--- src/rtl/reg_op_sequencer.sv ---
// reg_op_sequencer: three-cycle issue/execute controller for the 8x32 register bank.
// Accepts one instruction in IDLE, reads operands in READ, writes back in WB.
// Optional feature macro: STATUS_FLAGS_EN adds the flags[3:0] = {N,Z,C,V} output.
module reg_op_sequencer #(
  parameter int DATA_W = 32,
  parameter int ADDR_W = 3,
  parameter int OP_W   = 4
) (
  input  logic              clk,
  input  logic              rst,
  input  logic              in_valid,
  input  logic [15:0]       in_instr,
  output logic              in_ready,
  output logic [ADDR_W-1:0] read_reg1,
  output logic [ADDR_W-1:0] read_reg2,
  input  logic [DATA_W-1:0] read_data1,
  input  logic [DATA_W-1:0] read_data2,
  output logic [ADDR_W-1:0] write_reg,
  output logic [DATA_W-1:0] write_data,
  output logic              write_en,
  output logic              done,
  output logic              err
`ifdef STATUS_FLAGS_EN
  ,
  output logic [3:0]        flags
`endif
);

  localparam int SH_W = $clog2(DATA_W);

  typedef enum logic [1:0] {S_IDLE, S_READ, S_WB} state_t;

  typedef enum logic [OP_W-1:0] {
    OP_ADD = 0, OP_SUB = 1, OP_AND = 2, OP_OR  = 3, OP_XOR = 4,
    OP_NOT = 5, OP_SLL = 6, OP_SRL = 7, OP_SRA = 8, OP_MOV = 9
  } op_t;

  state_t              state_q, state_d;
  logic [OP_W-1:0]     op_q;
  logic [ADDR_W-1:0]   rd_q;
  logic [ADDR_W-1:0]   rs1_q, rs2_q;
  logic [ADDR_W-1:0]   wreg_q;
  logic [DATA_W-1:0]   wdata_q;
  logic [DATA_W-1:0]   alu_res;
  logic [SH_W-1:0]     shamt;
  logic                legal;
  logic                unused_instr_bits;

  assign unused_instr_bits = ^in_instr[2:0];

  assign legal      = (op_q <= OP_MOV);
  assign shamt      = read_data2[SH_W-1:0];
  assign read_reg1  = rs1_q;
  assign read_reg2  = rs2_q;
  assign write_reg  = wreg_q;
  assign write_data = wdata_q;

  // State register
  always_ff @(posedge clk) begin
    if (rst) state_q <= S_IDLE;
    else     state_q <= state_d;
  end

  // Next-state and handshake/strobe decode; strobes are only live in WB
  always_comb begin
    state_d  = state_q;
    in_ready = 1'b0;
    write_en = 1'b0;
    done     = 1'b0;
    err      = 1'b0;
    case (state_q)
      S_IDLE: begin
        in_ready = 1'b1;
        if (in_valid) state_d = S_READ;
      end
      S_READ: state_d = S_WB;
      S_WB: begin
        state_d  = S_IDLE;
        write_en = legal && (rd_q != '0);
        done     = legal;
        err      = !legal;
      end
      default: state_d = S_IDLE;
    endcase
  end

  // ALU over the operands the bank presents during READ
  always_comb begin
    alu_res = '0;
    case (op_q)
      OP_ADD:  alu_res = read_data1 + read_data2;
      OP_SUB:  alu_res = read_data1 - read_data2;
      OP_AND:  alu_res = read_data1 & read_data2;
      OP_OR:   alu_res = read_data1 | read_data2;
      OP_XOR:  alu_res = read_data1 ^ read_data2;
      OP_NOT:  alu_res = ~read_data1;
      OP_SLL:  alu_res = read_data1 << shamt;
      OP_SRL:  alu_res = read_data1 >> shamt;
      OP_SRA:  alu_res = $signed(read_data1) >>> shamt;
      OP_MOV:  alu_res = read_data1;
      default: alu_res = '0;
    endcase
  end

  // Instruction capture on accept; result capture at the end of READ
  always_ff @(posedge clk) begin
    if (rst) begin
      op_q    <= '0;
      rd_q    <= '0;
      rs1_q   <= '0;
      rs2_q   <= '0;
      wreg_q  <= '0;
      wdata_q <= '0;
    end else begin
      if (state_q == S_IDLE && in_valid) begin
        op_q  <= in_instr[15:12];
        rd_q  <= in_instr[11:9];
        rs1_q <= in_instr[8:6];
        rs2_q <= in_instr[5:3];
      end
      if (state_q == S_READ) begin
        wreg_q <= rd_q;
        if (legal) wdata_q <= alu_res;
      end
    end
  end

`ifdef STATUS_FLAGS_EN
  logic [3:0] flags_q;
  logic       carry, ovf;

  // Carry/overflow for ADD and SUB only; unsigned carry-out of ADD shows as sum < A
  always_comb begin
    carry = 1'b0;
    ovf   = 1'b0;
    case (op_q)
      OP_ADD: begin
        carry = (alu_res < read_data1);
        ovf   = (read_data1[DATA_W-1] == read_data2[DATA_W-1]) &&
                (alu_res[DATA_W-1] != read_data1[DATA_W-1]);
      end
      OP_SUB: begin
        carry = (read_data1 >= read_data2);
        ovf   = (read_data1[DATA_W-1] != read_data2[DATA_W-1]) &&
                (alu_res[DATA_W-1] != read_data1[DATA_W-1]);
      end
      default: ;
    endcase
  end

  // Flags follow every legal op (including rd==0) and are visible from WB on
  always_ff @(posedge clk) begin
    if (rst)                            flags_q <= '0;
    else if (state_q == S_READ && legal) flags_q <= {alu_res[DATA_W-1], alu_res == '0, carry, ovf};
  end

  assign flags = flags_q;
`endif

endmodule

--- config.mk ---
export PLATFORM = sky130hd
export DESIGN_NAME = reg_op_sequencer
export DESIGN_NICKNAME = d
export VERILOG_FILES = /design/src/rtl/reg_op_sequencer.sv
export SDC_FILE = /design/constraint.sdc
export NUM_CORES = 1
export LEC_CHECK = 0
export BUFFER_PORTS_ARGS = -buffer_cell sky130_fd_sc_hd__clkbuf_2
export CAP_MARGIN = 20
export CORE_ASPECT_RATIO = 1.75
export CORE_UTILIZATION = 40
export CTS_BUF_LIST = sky130_fd_sc_hd__clkbuf_4
export CTS_CLUSTER_DIAMETER = 50
export CTS_CLUSTER_SIZE = 14
export DETAILED_ROUTE_END_ITERATION = 6
export PLACE_DENSITY_LB_ADDON = 0.15
export RECOVER_POWER = 25
export SLEW_MARGIN = 15
export SYNTH_ARGS = -nofsm -noshare
export SYNTH_HDL_FRONTEND = slang
export SYNTH_SLANG_ARGS = --single-unit
export TNS_END_PERCENT = 5
--- constraint.sdc ---
create_clock -name clk -period 6.4 [get_ports clk]
set_input_delay 0.96 -clock clk [delete_from_list [all_inputs] [get_ports clk]]
set_output_delay 0.96 -clock clk [all_outputs]
set_load 0.02 [all_outputs]
==> reports/metrics.yaml <==
grt:
  top_usage_layer: "met2"
  grt.met2_usage_pct: 59.05
  grt_start_max_net_pins: 73
  grt_usage_pct: 33.95
  grt.overflow.total: 0
  grt_first_pass_wirelength_mm: 65.87
  grt_pass1_vias: 10670
  use_met1_pct: 39.76
  use_met3_pct: 2.713
  grt_antenna_before_repair: 1
worst_setup_path:
  critical_path_fanout_max: 11
  worstSetupPathType: "in -> reg"
  regToRegEndpoint: "write_data[22]"
  cp_common_cell: "sky130_fd_sc_hd__a21o_1"
  cp_data_arrival_time_ps: 5370
  worst-endpoint-required_ps: 6660
  reg2reg_from: "op_q[0]"
  critPathSlowestCell: "sky130_fd_sc_hd__nor2_1"
  reg2regPathDepth: 13
  longest_individual_stage_delay_on_the_worst_path_ps: 640
  timing.reg2reg.setup_slack_ps: 1880
  cp-start-kind: "primary input"
  critical_path.cell_chain: "clkbuf_2, nor2_1, nand4_1, nand4b_1, nor3_2, nor2_1, xnor2_1, ha_1, a21o_1, a21o_1, a21o_1, nor3_1, o21ai_1, a21o_1, a311oi_1, nor3_1"
  endpoint_kind: "flip-flop"
detailed_routing:
  post_drt_via_cell_ratio: 6.467
  drt_first_iter_violations: 951
  detail_route.wl_per_cell_um: 25.30
  drc_errors: 0
  postRouteWirelength_mm: 44.00
  final_antenna_net_count: 0
  vias: 11250
  detailedRoute.firstPassIterationCount: 6
logic_synthesis:
  synth_sequential_area_ratio_pct: 9.781
  cell_with_the_most_instances_after_synthesis: "sky130_fd_sc_hd__nand2_1"
  ys.flop_type: "sky130_fd_sc_hd__dfxtp_1"
  syn-cell-area_um2: 10230
  async_flop_share_pct: 0
  ranking_of_synthesized_cells_by_area: "sky130_fd_sc_hd__ha_1 (12%), sky130_fd_sc_hd__mux4_2 (10%), sky130_fd_sc_hd__dfxtp_1 (9.8%), sky130_fd_sc_hd__nand2_1 (6.0%), sky130_fd_sc_hd__nor2_1 (5.6%)"
  synth-seq-cells: 50
  netlist.area_leader.share_pct: 11.86
  synth.distinct_cells: 88
  synth_commonest_cells: "sky130_fd_sc_hd__nand2_1 (163), sky130_fd_sc_hd__nor2_1 (153), sky130_fd_sc_hd__a21oi_1 (106)"
  yosys.area.top_type: "sky130_fd_sc_hd__ha_1"
  synthesis.nets: 1569
  warning_count_from_the_yosys_run: 0
  synth.avg_cell_area_um2: 7.373
  synth_cells: 1388
  synth-edff-count: 0
hold_path:
  hp-class: "reg -> reg"
  min_delay_worst_endpoint: "read_reg2[2]"
  source_of_the_worst_hold_timing_path: "read_reg2[2]"
  hold_path_depth: 2
clock_tree:
  clock_latency_ps: 460
  number_of_buffers_inserted_to_repair_setup_after_cts: 0
  cts.path.max_buffers: 2
  htree_num_levels: 2
  clock_sink_count: 50
  clk_pin_slew_worst_paths_ps: 210
  numCtsBuffers: 5
  clock-root-buffer: "sky130_fd_sc_hd__clkbuf_4"
  clock_tree_from_tritoncts: "done"
  post_cts_resize_count: 0
  cts_hold_buffers: 0
sta:
  finalCritPeriodShare_pct: 79.86
  tns_ps: 0
  final-setup-viol-count: 0
  finalClockSkew_ps: 33.31
  timing.final.max_slew_violations: 58
  clock.fmax_ghz: 0.1957
  final-hold-violation-count: 0
  timing.slew.headroom_pct: -92.72
  final.min_clock_period_ps: 5111
  timing_worst_slew_pin_value_ps: 2891
  grt_setup_unrepaired: "false"
  worst_hold_slack_ps: 468.2
floorplan:
  fp.coreArea_um2: 25240
  die_w_um: 122.9
  die_h_um: 213.6
  boundaryPins: 128
  start_util_pct: 40.54
  die_area_um2: 26250
  fp-row-count: 77
place:
  finalWeightedCongestion: 0.9737
  placement.io_buffers: 124
  detailedPlacementHpwl_mm: 33.34
power_and_ir_drop:
  clock_power_share_pct: 12.1
  power_density_nw_per_um2: 139.8
  net-switching-power_uw: 790.5
  p_comb_share_pct: 64.4
  seqPwrFrac_pct: 23.5
  switching_share_pct: 51.51
  power.internal_uw: 744.1
  power_leakage_uw: 0.004619
  irDropWorstVdd_mv: 0.1882
final_layout:
  layout-area-overhead-vs-synth_pct: 7.263
  largest_register_ff_count: 32
  final_core_utilization_pct: 43.49
  layout.nets: 1602
  layout-drive-gt1-share_pct: 16.95
status:
  outcome: "finished, violations left"
  failed_checks: "max-capacitance violations, max-slew violations"
flow_run:
  drv_cap: 1
[worst max-delay path, delay by kind of cell]
kind                       cells  cell delay, ps
xor gates and xnor gates       1             150
AOI/OAI and AO/OA              6            1350
adders and majority gates      1             430
buffers and inverters          1             150
and+or+nand+nor                7            2330
[cell usage in the layout (no fill, tap or decap), types with 21 or more instances in the layout]
cell                       Yosys  layout
sky130_fd_sc_hd__a211oi_1     26      26
sky130_fd_sc_hd__a21oi_1     106     106
sky130_fd_sc_hd__buf_4         6      25
sky130_fd_sc_hd__clkbuf_2      0     117
sky130_fd_sc_hd__dfxtp_1      50      50
sky130_fd_sc_hd__ha_1         97      97
sky130_fd_sc_hd__inv_1        72      72
sky130_fd_sc_hd__mux2_2       21      21
sky130_fd_sc_hd__mux2i_1      51      51
sky130_fd_sc_hd__mux4_2       47      47
sky130_fd_sc_hd__nand2_1     163     163
sky130_fd_sc_hd__nand3_1      25      25
sky130_fd_sc_hd__nor2_1      153     153
sky130_fd_sc_hd__nor3_1       28      28
sky130_fd_sc_hd__o211ai_1     29      29
sky130_fd_sc_hd__o21ai_0      77      77
sky130_fd_sc_hd__xnor2_1      36      36
[cells by family after synthesis]
logic type	Yosys count	share of synthesized area [%]
adders and majority gates	98	12.06
DFF	50	9.781
buffers and inverters	198	8.216
AOI/OAI and AO/OA	430	28.24
and+or+nand+nor	446	20.04
muxes	119	17.64
xor gates and xnor gates	47	4.022
[how the worst max path moves through the flow]
stage / from / end / depth (start not counted)
floorplan: read_data2[0] / write_data[26] / 19
global placement: read_data2[3] / write_data[26] / 16
detailed placement: read_data2[3] / write_data[26] / 16
CTS: read_data2[3] / write_data[26] / 16
global route: read_data2[3] / write_data[26] / 16
finish: read_data2[3] / write_data[26] / 16
[metrics by stage]
| step | setup slack (ps) | instance area, µm² | std cells | power, µW |
|---|---|---|---|---|
| final | 1289 | 10980 | 1739 | 1535 |
| after global routing | 1039 | 10980 | 1739 | 1630 |
| after CTS | 1479 | 10980 | 1738 | 1528 |
| after detailed placement | 972.5 | 10920 | 1730 | 1336 |
| after global placement | 997.3 | 10920 | 1730 | 1330 |
| after floorplan | 1546 | 10230 | 1388 | 1038 |
[layout make-up]
type	count	area, µm²
clock buffers	5	37.54
diodes	1	2.502
inverters	75	281.5
clock inverters	3	25.02
flip-flops and latches	50	1001
well taps	316	395.4
multi-input cells	1140	8433
repair buffers	149	800.8
fillers	2702	14260
[power by group through the flow]
stage	registers, µW	clock network [µW]	logic [µW]
floorplan	393	0	645
global placement	366	0	964
detailed placement	367	0	969
CTS	360	194	974
global route	364	197	1070
finish	360	186	988
[routing by layer]
| metal | part of all wire (%) | routed length [µm] |
|---|---|---|
| met3 | 4.9 | 2174 |
| met5 | 0 | 0 |
| met4 | 6.6 | 2920 |
| met1 | 38 | 16800 |
| met2 | 50 | 22100 |
Note: power is estimated with default switching activity, not from simulation.
